$ cat src/rtl/lut_client_arbiter_pkg.sv
// Shared definitions for the LUT lookup initiator.
//   LUT_HANDLE_WIDTH  width of a LUT handle on the client and master sides
//   LUT_HANDLE_*      well-known table handles
//   arb_state_e       arbiter FSM state encoding
package lut_client_arbiter_pkg;

  localparam int LUT_HANDLE_WIDTH = 3;

  localparam logic [LUT_HANDLE_WIDTH-1:0] LUT_HANDLE_SIN  = LUT_HANDLE_WIDTH'(0);
  localparam logic [LUT_HANDLE_WIDTH-1:0] LUT_HANDLE_TANH = LUT_HANDLE_WIDTH'(1);

  typedef enum logic [1:0] {
    ST_IDLE    = 2'd0,
    ST_ISSUE   = 2'd1,
    ST_WAIT    = 2'd2,
    ST_RESPOND = 2'd3
  } arb_state_e;

endpackage

$ cat src/rtl/rr_priority_select.sv
// Combinational round-robin priority selector.
// Searches req upward from ptr (wrapping) and returns the first requester.
//   req      in  N   request vector
//   ptr      in  IW  index where the search starts (highest priority)
//   grant    out N   one-hot grant (all zero when nothing requests)
//   idx      out IW  index of the granted requester
//   any_req  out 1   at least one request is present
module rr_priority_select #(
  parameter int N  = 4,
  parameter int IW = (N > 1) ? $clog2(N) : 1
) (
  input  logic [N-1:0]  req,
  input  logic [IW-1:0] ptr,
  output logic [N-1:0]  grant,
  output logic [IW-1:0] idx,
  output logic          any_req
);

  int c;

  always_comb begin
    grant   = '0;
    idx     = '0;
    any_req = 1'b0;
    c       = 0;
    for (int i = 0; i < N; i++) begin
      c = int'(ptr) + i;
      if (c >= N) c = c - N;
      if (!any_req && req[c]) begin
        any_req  = 1'b1;
        grant[c] = 1'b1;
        idx      = IW'(c);
      end
    end
  end

endmodule

$ cat src/rtl/lut_client_arbiter.sv
// Initiator side of the LUT lookup interface. Serialises lookups from
// N_CLIENTS cores onto one LUT master port (round-robin), routes results
// back, rejects bad handles locally and times out a hung master.
//   clk, reset            clock, async active-low reset
//   client_req/handle/arg per-client level request with packed handle/arg
//   client_valid/error    one-cycle per-client done pulses
//   client_data           shared result bus (holds between pulses)
//   lut_req/handle/arg    request strobe and payload to the LUT master
//   lut_data/lut_valid    result from the LUT master
//   lut_fault             sticky master-timeout flag
module lut_client_arbiter
  import lut_client_arbiter_pkg::*;
#(
  parameter int DATA_WIDTH     = 16,
  parameter int N_CLIENTS      = 4,
  parameter int N_LUTS         = 2,
  parameter int TIMEOUT_CYCLES = 256
) (
  input  logic                                  clk,
  input  logic                                  reset,
  input  logic [N_CLIENTS-1:0]                  client_req,
  input  logic [N_CLIENTS*LUT_HANDLE_WIDTH-1:0] client_handle,
  input  logic [N_CLIENTS*DATA_WIDTH-1:0]       client_arg,
  output logic [N_CLIENTS-1:0]                  client_valid,
  output logic [N_CLIENTS-1:0]                  client_error,
  output logic [DATA_WIDTH-1:0]                 client_data,
  output logic                                  lut_req,
  output logic [LUT_HANDLE_WIDTH-1:0]           lut_handle,
  output logic [DATA_WIDTH-1:0]                 lut_arg,
  input  logic [DATA_WIDTH-1:0]                 lut_data,
  input  logic                                  lut_valid,
  output logic                                  lut_fault
);

  localparam int HW = LUT_HANDLE_WIDTH;
  localparam int IW = $clog2(N_CLIENTS);
  localparam int CW = $clog2(TIMEOUT_CYCLES + 1);

  arb_state_e            state;
  logic [IW-1:0]         ptr;
  logic [IW-1:0]         gnt_idx;
  logic [N_CLIENTS-1:0]  gnt_oh;
  logic [HW-1:0]         lat_handle;
  logic [DATA_WIDTH-1:0] lat_arg;
  logic [CW-1:0]         cnt;

  logic [N_CLIENTS-1:0]  sel_grant;
  logic [IW-1:0]         sel_idx;
  logic                  any_req;
  logic [HW-1:0]         sel_handle;
  logic [DATA_WIDTH-1:0] sel_arg;
  logic                  sel_bad;
  logic [IW-1:0]         sel_next;
  logic [IW-1:0]         gnt_next;

  rr_priority_select #(.N(N_CLIENTS), .IW(IW)) u_sel (
    .req     (client_req),
    .ptr     (ptr),
    .grant   (sel_grant),
    .idx     (sel_idx),
    .any_req (any_req)
  );

  always_comb begin
    sel_handle = client_handle[int'(sel_idx)*HW +: HW];
    sel_arg    = client_arg[int'(sel_idx)*DATA_WIDTH +: DATA_WIDTH];
    sel_bad    = int'(sel_handle) >= N_LUTS;
    sel_next   = (sel_idx == IW'(N_CLIENTS-1)) ? '0 : sel_idx + IW'(1);
    gnt_next   = (gnt_idx == IW'(N_CLIENTS-1)) ? '0 : gnt_idx + IW'(1);
  end

  always_ff @(posedge clk or negedge reset) begin
    if (!reset) begin
      state        <= ST_IDLE;
      ptr          <= '0;
      gnt_idx      <= '0;
      gnt_oh       <= '0;
      lat_handle   <= '0;
      lat_arg      <= '0;
      cnt          <= '0;
      lut_req      <= 1'b0;
      lut_handle   <= '0;
      lut_arg      <= '0;
      client_valid <= '0;
      client_error <= '0;
      client_data  <= '0;
      lut_fault    <= 1'b0;
    end else begin
      lut_req      <= 1'b0;
      client_valid <= '0;
      client_error <= '0;
      case (state)
        ST_IDLE: begin
          // While an error pulse is out, the rejected client still shows
          // client_req (it drops it only after seeing the pulse); skip one
          // arbitration so it is not granted again.
          if (any_req && client_error == '0) begin
            gnt_idx    <= sel_idx;
            gnt_oh     <= sel_grant;
            lat_handle <= sel_handle;
            lat_arg    <= sel_arg;
            if (sel_bad || lut_fault) begin
              client_error <= sel_grant;
              ptr          <= sel_next;
            end else begin
              state <= ST_ISSUE;
            end
          end
        end
        ST_ISSUE: begin
          lut_req    <= 1'b1;
          lut_handle <= lat_handle;
          lut_arg    <= lat_arg;
          cnt        <= '0;
          state      <= ST_WAIT;
        end
        ST_WAIT: begin
          // A result arriving in the timeout cycle still counts.
          if (lut_valid) begin
            client_data  <= lut_data;
            client_valid <= gnt_oh;
            state        <= ST_RESPOND;
          end else if (cnt == CW'(TIMEOUT_CYCLES-1)) begin
            lut_fault    <= 1'b1;
            client_error <= gnt_oh;
            ptr          <= gnt_next;
            state        <= ST_IDLE;
          end else begin
            cnt <= cnt + CW'(1);
          end
        end
        ST_RESPOND: begin
          ptr   <= gnt_next;
          state <= ST_IDLE;
        end
        default: state <= ST_IDLE;
      endcase
    end
  end

endmodule

$ cat config.mk
export PLATFORM = sky130hd
export DESIGN_NAME = lut_client_arbiter
export DESIGN_NICKNAME = d
export VERILOG_FILES = /design/src/rtl/lut_client_arbiter_pkg.sv /design/src/rtl/rr_priority_select.sv /design/src/rtl/lut_client_arbiter.sv
export SDC_FILE = /design/constraint.sdc
export NUM_CORES = 1
export LEC_CHECK = 0
export ABC_CLOCK_PERIOD_IN_PS = 9700
export CORE_ASPECT_RATIO = 0.6
export CORE_MARGIN = 2
export CORE_UTILIZATION = 25
export DETAILED_ROUTE_END_ITERATION = 6
export MAX_ROUTING_LAYER = met4
export SYNTH_ARGS = -nofsm -noshare
export SYNTH_HDL_FRONTEND = slang
export SYNTH_SLANG_ARGS = --single-unit
export TNS_END_PERCENT = 5
$ cat constraint.sdc
create_clock -name clk -period 9.7 [get_ports clk]
set_input_delay 2.425 -clock clk [delete_from_list [all_inputs] [get_ports clk]]
set_output_delay 2.425 -clock clk [all_outputs]
set_load 0.005 [all_outputs]
==> run summary, run 1 <==
aggregate negative setup slack: 0 ns
die width: 171 um
Initial Util: 25.7%
hold_buf cts: 0
# DRC: 0
Synthesis Warnings: 0
root buffer cell: clkbuf_16
Slew headroom: 19.8%
diode count: 0
maximum vdd drop: 0.0984 mV
Tcrit/Tclk final: 53.5%
Worst-path clk slew: 0.06 ns
antenna violations before repair: 0
Die Y: 104 um
DR vias/cell: 4.49
total congestion overflow: 0
largest net degree at the start of global routing: 65
final antenna-violating net count: 0
Bufs on Longest Clock Path: 2
routed wl met3: 1010 um
GRT Total Usage: 13.6%
clock buffer count from CTS: 9
Core ar.: 16,300 um^2
sequential-to-total area share from yosys stat: 49.6%
Post-synth EDFFs: 0
CTS HTree Levels: 3
RSZ-0062 raised after global routing: false
Max Used Layer: met4
Max Clk Rate: 193 MHz
Main synth FF type: dfrtp_1
Met2 Wirelength: 5240 um
syn_nets: 459
Worst Setup Path Type: input pin to flip-flop
flops & latches, synth: 83
Clock Sinks: 83
worst hold path type: flip-flop to flip-flop
count of final max-slew check failures: 0
layout cells sized above 1: 17.3%
Fin Clk Skew: 0.00752 ns
Iter 0 DRT Violations: 197
Area contributors post-synth: dfrtp_1 (50%), mux2_2 (10%), mux4_2 (9.7%)
insertion delay to the later sink of the worst-skew pair: 0.33 ns
postcts setup bufs: 0
Async SR Flop Fraction: 100%
crit path launch type: input pin
gp weighted congestion: 0.798
post-synth top area share: 49.6%
first-pass GRT wire length: 18,200 um
Leak: 2.55 nW
Pwr per Cell Area: 325 nW/um^2
CTS resizes: 0
Filler Cells Inserted: 1,609
Ports: 144
number of global-route vias before repair: 3,423
Rows: 36
area delta synth->final: 46.2%
CP Capture Type: flip-flop
Hold Vio Cnt, Final: 0
status: finished, final reports clean
wl on met1: 5000 um
Post-Synthesis Cells: 352
MaxCap Viol Count: 0
WP data required: 9.91 ns
syn avg cell area: 11.9 um^2
Final min period: 5.19 ns
Post-DP HPWL: 8390 um
final wirelength: 11,300 um
worst-path maximum fanout: 24
Buffers on Ports: 143
cell accounting for the most synthesized area: dfrtp_1
routed len/inst: 15.6 um
final setup fails: 0
CTS tree: done
critical path data arrival time: 5.40 ns
DIE AREA: 17,800 um^2
Worst-Margin Slew: 1.20 ns
post-synth cell types: 50
Layout Nets: 598
DRT Pass-1 Iters: 4
total power: 0.00199 W
mapped cell area: 4190 um^2
vias: 3,253
[worst paths after layout]
path | startpoint | endpoint | slack [ns] | depth (start not counted)
min in group asynchronous | reset | client_data[3]$_DFFE_PN0P_ | 1.96 | 1
worst min-delay path | lat_arg[15]$_DFFE_PN0P_ | lut_arg[15]$_DFFE_PN0P_ | 0.47 | 2
worst max register to register | ptr[0]$_DFFE_PN0P_ | lat_arg[9]$_DFFE_PN0P_ | 5.80 | 9
worst max-delay path | client_req[1] | lat_arg[9]$_DFFE_PN0P_ | 4.51 | 8
max in group asynchronous | reset | lut_arg[3]$_DFFE_PN0P_ | 6.64 | 2
worst min register to register | lat_arg[15]$_DFFE_PN0P_ | lut_arg[15]$_DFFE_PN0P_ | 0.47 | 2
[placed cells by master (no fill, tap or decap), drive strengths merged, types with 4 or more instances in the layout]
| master | Yosys | layout |
|---|---|---|
| mux4 | 21 | 21 |
| a22oi | 9 | 9 |
| nor2b | 4 | 4 |
| xor2 | 5 | 5 |
| inv | 8 | 9 |
| clkbuf | 11 | 12 |
| buf | 8 | 5 |
| o21ai | 12 | 12 |
| mux2 | 38 | 38 |
| nand2 | 68 | 68 |
| a22o | 4 | 4 |
| or3 | 4 | 4 |
| ha | 8 | 8 |
| nand3 | 7 | 7 |
| dfrtp | 83 | 83 |
| nor2 | 20 | 20 |
| nor3 | 5 | 5 |
| clkdlybuf4s50 | 0 | 142 |
| a21oi | 5 | 5 |
[routing by layer]
| layer | global-route usage (%) | vias to the layer above |
|---|---|---|
| met4 | 2.42 | 0 |
| met5 | - | - |
| li1 | - | 1534 |
| met3 | 5.52 | 9 |
| met1 | 16.6 | 1592 |
| met2 | 21.4 | 118 |
[stage by stage]
step / area (um^2) / std cells / hold slack [ns] / utilization, % / setup slack, ns
6_report: 6120 / 724 / 0.465 / 37.5 / 4.51
5_1_grt: 6120 / 724 / 0.494 / 37.5 / 4.35
3_3_place_gp: 5830 / 708 / 0.448 / 35.8 / 4.21
3_5_place_dp: 5830 / 708 / 0.454 / 35.8 / 4.14
2_1_floorplan: 4190 / 352 / 0.433 / - / 5.03
4_1_cts: 6120 / 724 / 0.467 / 37.5 / 4.50
[synthesized netlist by cell type, types with 3 or more instances]
cell type and count:
mux2_2 38, a22o_1 4, a22oi_1 9, nor3_1 5, a21oi_1 5, nand3_1 7, buf_6 3, o21a_1 3
mux2i_1 3, nand2_1 68, o21ai_0 10, nor2_1 20, xor2_1 5, dfrtp_1 83, ha_1 8, mux4_2 18
clkbuf_1 11, or3_1 4, nor2b_1 3, inv_1 8
[power by group]
group          internal (W)  leakage, nW  switching, W
sequential         0.000506         1.03     0.0000991
combinational      0.000592         1.39      0.000463
clock              0.000189        0.135      0.000142
[cell type report]
cell class | count | area [um^2] | area share, %
sequential | 83 | 2080 | 33.9
multi-input combinational | 241 | 1970 | 32.3
timing repair buffer | 147 | 1460 | 23.8
tap | 228 | 285 | 4.66
clock buffer | 12 | 256 | 4.19
inverter | 9 | 33.8 | 0.552
clock inverter | 4 | 32.5 | 0.532
[critical path: stages]
cell             delay, ns
clkdlybuf4s50_1       0.55
mux4_4                0.72
nor2b_4               0.21
o21ai_4               0.08
o31ai_4               0.08
buf_4                 0.44
mux4_1                0.60
mux2_2                0.27
[cells by family after synthesis]
family                     count (synthesis)  share of synthesized area, %
adders and majority gates                  8                          2.39
AOI/OAI and AO/OA                         41                          7.47
buffers and inverters                     28                          3.20
DFF                                       83                          49.6
and+or+nand+nor                          123                          13.4
xor gates and xnor gates                   7                          1.46
muxes                                     62                          22.5
[state kept, by name (all words and copies together) (netlist names)]
register,count
client_data,16
client_error,4
client_valid,4
cnt,9
gnt_idx,2
gnt_oh,4
lat_arg,16
lat_handle,3
lut_arg,16
lut_fault,1
lut_handle,3
lut_req,1
ptr,2
state,2
No activity file was read; power rests on OpenSTA's default activity.
==> inputs of run 2 (changes only) <==
--- a/config.mk
+++ b/config.mk
@@ -5,7 +5,7 @@
 export SDC_FILE = /design/constraint.sdc
 export NUM_CORES = 1
 export LEC_CHECK = 0
-export ABC_CLOCK_PERIOD_IN_PS = 9700
+export ABC_CLOCK_PERIOD_IN_PS = 5050
 export CORE_ASPECT_RATIO = 0.6
 export CORE_MARGIN = 2
 export CORE_UTILIZATION = 25
==> constraint.sdc (replaced) <==
create_clock -name clk -period 5.05 [get_ports clk]
set_input_delay 1.2625 -clock clk [delete_from_list [all_inputs] [get_ports clk]]
set_output_delay 1.2625 -clock clk [all_outputs]
set_load 0.005 [all_outputs]
==> run summary, run 2 (synthesis gave the netlist of run 1 again) <==
status: finished, final reports clean
Slew headroom: 25.6% (+5.8 points)
Filler Cells Inserted: 1,645 (+2.2%)
Worst-path clk slew: 0.06 ns (about the same)
hold_buf cts: 0 (unchanged)
Layout Nets: 598 (unchanged)
area delta synth->final: 45.7%
Worst-Margin Slew: 1.12 ns (-0.0869 ns)
Leak: 2.55 nW (-0.25%)
Core Util, Final: 37.4% (-0.13 points)
reg2reg setup slack: 1.18 ns (-4.62 ns)
insertion delay to the later sink of the worst-skew pair: 0.33 ns (about the same)
DR vias/cell: 4.55 (+1.3%)
Core ar.: 16,300 um^2 (unchanged)
Hold Vio Cnt, Final: 0 (unchanged)
aggregate negative setup slack: 0 ns (unchanged)
worst-path maximum fanout: 24 (unchanged)
count of final max-slew check failures: 0 (unchanged)
Ports: 144 (unchanged)
# DRC: 0 (unchanged)
Clock Sinks: 83 (unchanged)
multi-input logic area: 1970 um^2 (unchanged)
Rows: 36 (unchanged)
Worst Hold Depth: 2 (unchanged)
Fin Clk Skew: 0.00859 ns (+0.00107 ns)
Initial Util: 25.7% (unchanged)
postcts setup bufs: 0 (unchanged)
final antenna-violating net count: 0 (unchanged)
placed cell areas: 5830 um^2 (unchanged)
Iter 0 DRT Violations: 217 (+10%)
most common cell after layout, fill and taps aside: clkdlybuf4s50_1
Bufs on Longest Clock Path: 2 (unchanged)
DRT Pass-1 Iters: 4 (unchanged)
GRT Total Usage: 13.8% (+0.23 points)
DIE AREA: 17,800 um^2 (unchanged)
CTS tree: done
clock buffer count from CTS: 9 (unchanged)
routed len/inst: 16.0 um (+2.5%)
root buffer cell: clkbuf_16
Buffers on Ports: 143 (unchanged)
Post-Layout Cell Count: 723 (-0.14%)
Worst Setup Path Type: input pin to flip-flop
final setup fails: 0 (unchanged)
gp weighted congestion: 0.783 (-1.9%)
Max Clk Rate: 249 MHz
diode count: 0 (unchanged)
Final min period: 4.01 ns
Seq. cell area: 2080 um^2 (unchanged)
antenna violations before repair: 0 (unchanged)
total congestion overflow: 0 (unchanged)
CTS resizes: 0 (unchanged)
critical path data arrival time: 4.23 ns (-1.17 ns)
layout cells sized above 1: 17.2% (-0.17 points)
commonest cells after routing, fill and taps aside: clkdlybuf4s50_1 (142), dfrtp_1 (83), nand2_1 (68)
worst r2r path cells: 9 (unchanged)
number of global-route vias before repair: 3,417 (-0.18%)
Design Area, Final: 6100 um^2 (-0.35%)
DP Cell Count: 708 (unchanged)
CP Capture Type: flip-flop
worst hold path type: flip-flop to flip-flop
final wirelength: 11,600 um (+2.4%)
vias: 3,290 (+1.1%)
Tcrit/Tclk final: 79.5%
MaxCap Viol Count: 0 (unchanged)
Top Registers: client_data (16), lat_arg (16), lut_arg (16)
largest net degree at the start of global routing: 84 (+29%)
Die Y: 104 um (unchanged)
die width: 171 um (unchanged)
CTS HTree Levels: 3 (unchanged)
post-place setup slack: 0.674 ns (-3.47 ns)
maximum vdd drop: 0.218 mV (+120%)
WP data required: 5.26 ns (-4.65 ns)
Pwr per Cell Area: 625 nW/um^2 (+92%)
RSZ-0062 raised after global routing: false
setup ws final: 1.04 ns (-3.48 ns)
Post-DP HPWL: 8500 um (+1.4%)
crit path launch type: input pin
first-pass GRT wire length: 18,500 um (+1.5%)
[run 2: cell types whose count changed in the layout (fill, tap and decap cells not counted), sizes merged]
cell      change
clkinv        +2
clkbuf        -2
clkinvlp      -1
[run 2: worst max-delay path: stages]
cell             delay (ns)
clkdlybuf4s50_1        0.55
mux4_4                 0.73
nor2b_4                0.21
o21ai_4                0.08
o31ai_4                0.07
buf_4                  0.43
mux4_1                 0.60
mux2_2                 0.27
[run 2: area by class of cell]
cell class / instances / share of cell area [%]
flip-flops and latches: 83 / 34.1
multi-input cells: 241 / 32.4
well taps: 228 / 4.68
repair buffers: 147 / 23.9
clock buffers: 10 / 3.76
inverters: 9 / 0.554
clock inverters: 5 / 0.636
[run 2: routing by layer]
layer  wire length [um]  GRT usage, %
met4                129          2.72
met5                  0             -
met1               5300          17.7
met2               5260          21.2
met3                876          4.87
[run 2: path summary, 6_finish.rpt]
path                                                 from                         end
worst max register to register         ptr[0]$_DFFE_PN0P_      lat_arg[9]$_DFFE_PN0P_
worst min register to register  lat_handle[0]$_DFFE_PN0P_   lut_handle[0]$_DFFE_PN0P_
worst max-delay path                        client_req[1]      lat_arg[9]$_DFFE_PN0P_
max in group asynchronous                           reset      lat_arg[5]$_DFFE_PN0P_
min in group asynchronous                           reset  client_data[1]$_DFFE_PN0P_
worst min-delay path            lat_handle[0]$_DFFE_PN0P_   lut_handle[0]$_DFFE_PN0P_
[run 2: per-stage QoR]
stage	hold slack, ns	power, W
after floorplan	0.433	0.00252
after global placement	0.447	0.00318
after detailed placement	0.449	0.00324
after CTS	0.464	0.00386
after global routing	0.489	0.00411
final	0.459	0.00381
[run 2: power by group]
group	internal (W)	switching [W]	total [W]
Clock	0.000333	0.000266	0.000599
Sequential	0.000972	0.000190	0.00116
Combinational	0.00114	0.000911	0.00205
==> inputs of run 3 (changes only) <==
--- a/config.mk
+++ b/config.mk
@@ -5,7 +5,7 @@
 export SDC_FILE = /design/constraint.sdc
 export NUM_CORES = 1
 export LEC_CHECK = 0
-export ABC_CLOCK_PERIOD_IN_PS = 5050
+export ABC_CLOCK_PERIOD_IN_PS = 3300
 export CORE_ASPECT_RATIO = 0.6
 export CORE_MARGIN = 2
 export CORE_UTILIZATION = 25
==> constraint.sdc (replaced) <==
create_clock -name clk -period 3.3 [get_ports clk]
set_input_delay 0.825 -clock clk [delete_from_list [all_inputs] [get_ports clk]]
set_output_delay 0.825 -clock clk [all_outputs]
set_load 0.005 [all_outputs]
==> run summary, run 3 (synthesis gave the netlist of run 1 again) <==
status: finished, final reports clean
total congestion overflow: 0 (unchanged)
placed cell areas: 6070 um^2 (+4.1%)
most common cell after layout, fill and taps aside: clkdlybuf4s50_1
Die Y: 104 um (unchanged)
Hold Vio Cnt, Final: 0 (unchanged)
DIE AREA: 17,800 um^2 (unchanged)
Hold EP: lut_arg[4]$_DFFE_PN0P_
Max Clk Rate: 310 MHz
root buffer cell: clkbuf_16
Design Area, Final: 6390 um^2 (+4.8%)
first-pass GRT wire length: 18,800 um (+1.6%)
Tcrit/Tclk final: 97.9%
Rows: 36 (unchanged)
Initial Util: 25.7% (unchanged)
DRT Pass-1 Iters: 4 (unchanged)
worst-path maximum fanout: 8 (-67%)
area delta synth->final: 52.7%
Top Registers: client_data (16), lat_arg (16), lut_arg (16)
insertion delay to the later sink of the worst-skew pair: 0.33 ns (about the same)
gp weighted congestion: 0.794 (+1.5%)
Worst Setup Path Type: input pin to flip-flop
post-place setup slack: -0.303 ns (-0.977 ns)
Crit path largest cell delay: 0.67 ns (-0.06 ns)
final wirelength: 11,700 um (+1.4%)
Clock Sinks: 83 (unchanged)
commonest cells after routing, fill and taps aside: clkdlybuf4s50_1 (141), dfrtp_1 (83), nand2_1 (68)
CTS HTree Levels: 3 (unchanged)
count of final max-slew check failures: 0 (unchanged)
vias: 3,348 (+1.8%)
MaxCap Viol Count: 0 (unchanged)
Ports: 144 (unchanged)
final antenna-violating net count: 0 (unchanged)
Worst-path clk slew: 0.06 ns (about the same)
CP Capture Type: flip-flop
Iter 0 DRT Violations: 263 (+21%)
Buffers on Ports: 143 (unchanged)
Pwr per Cell Area: 984 nW/um^2 (+57%)
Slew headroom: 45.7% (+20 points)
most frequent CP cell: buf_12
largest net degree at the start of global routing: 84 (unchanged)
Bufs on Longest Clock Path: 2 (unchanged)
die width: 171 um (unchanged)
Worst R2R Start: ptr[1]$_DFFE_PN0P_
maximum vdd drop: 0.384 mV (+76%)
routed len/inst: 15.6 um (-2.4%)
number of global-route vias before repair: 3,637 (+6.4%)
setup ws final: 0.0696 ns (-0.967 ns)
reg2reg setup slack: 0.32 ns (-0.86 ns)
worst hold path type: flip-flop to flip-flop
Worst-Margin Slew: 0.809 ns (-0.306 ns)
worst r2r path cells: 9 (unchanged)
Final min period: 3.23 ns
Fin Clk Skew: 0.00724 ns (-0.00135 ns)
final setup fails: 0 (unchanged)
crit path launch type: input pin
critical path data arrival time: 3.45 ns (-0.78 ns)
Core ar.: 16,300 um^2 (unchanged)
total power: 0.00629 W (+65%)
Worst Hold Depth: 2 (unchanged)
Hold Crit Start: lat_arg[4]$_DFFE_PN0P_
GRT Total Usage: 13.9% (+0.11 points)
layout cells sized above 1: 21.6% (+4.5 points)
CTS tree: done
Leak: 2.72 nW (+6.7%)
Core Util, Final: 39.2% (+1.8 points)
DR vias/cell: 4.46 (-2.0%)
worst path cell trace: clkdlybuf4s50_1 > mux4_4 > nor2b_4 > o21ai_4 > o31ai_4 > buf_12 > buf_12 > mux4_1 > mux2_2
antenna violations before repair: 1 (+1)
terminus of the critical flop-to-flop path: lat_arg[0]$_DFFE_PN0P_
Layout Nets: 624 (+4.3%)
clock buffer count from CTS: 9 (unchanged)
WP data required: 3.52 ns (-1.74 ns)
slowest stage cell, crit path: mux4_4
Post-DP HPWL: 8740 um (+2.8%)
# DRC: 0 (unchanged)
[run 3: timing repair]
item | CTS | global route
setup buffers | 0 | 1
setup endpoints to repair | 0 | 9
hold buffers | 0 | 0
gates resized for setup | 0 | 3
[run 3: area by class of cell]
type                       instances  area, um^2
sequential                        83        2080
clock inverter                     4        33.8
clock buffer                      12         256
tap                              228         285
fill                            1629        9910
inverter                           9        33.8
timing repair buffer             173        1720
multi-input combinational        241        1980
antenna                            1        2.50
[run 3: worst max path at each step]
stage	cells after the start	to	from
final	9	lat_arg[0]$_DFFE_PN0P_	client_req[3]
after global placement	9	state[0]$_DFFE_PN0P_	client_req[0]
after global routing	9	lat_arg[9]$_DFFE_PN0P_	client_req[3]
after CTS	9	state[0]$_DFFE_PN0P_	client_req[0]
after detailed placement	9	state[0]$_DFFE_PN0P_	client_req[0]
after floorplan	9	lat_arg[12]$_DFFE_PN0P_	ptr[0]$_DFFE_PN0P_
[run 3: worst max-delay path: cells and delay by family]
| kind | cells | cell delay (ns) |
|---|---|---|
| AOI/OAI and AO/OA | 2 | 0.15 |
| muxes | 3 | 1.48 |
| buffers and inverters | 3 | 0.79 |
| and+or+nand+nor | 1 | 0.19 |
[run 3: power breakdown]
group / total (W) / leakage (nW) / switching (W) / internal (W)
Sequential: 0.00175 / 1.03 / 0.000259 / 0.00149
Combinational: 0.00357 / 1.55 / 0.00150 / 0.00207
Clock: 0.000966 / 0.139 / 0.000409 / 0.000557
[run 3: routing by layer]
metal	part of all wire, %	vias to the layer above	GRT usage (%)	routed length [um]
met4	1.1	0	3.15	132
li1	-	1584	-	-
met1	45	1632	17.3	5310
met3	8.4	11	5.56	985
met2	45	121	21.2	5300
met5	0	-	-	0
[run 3: stage by stage]
step,TNS [ns],cells,hold WS (ns)
2_1_floorplan,0,352,0.433
3_3_place_gp,-3.46,733,0.442
3_5_place_dp,-5.68,733,0.448
4_1_cts,0,749,0.466
5_1_grt,-0.000984,751,0.496
6_report,0,751,0.462
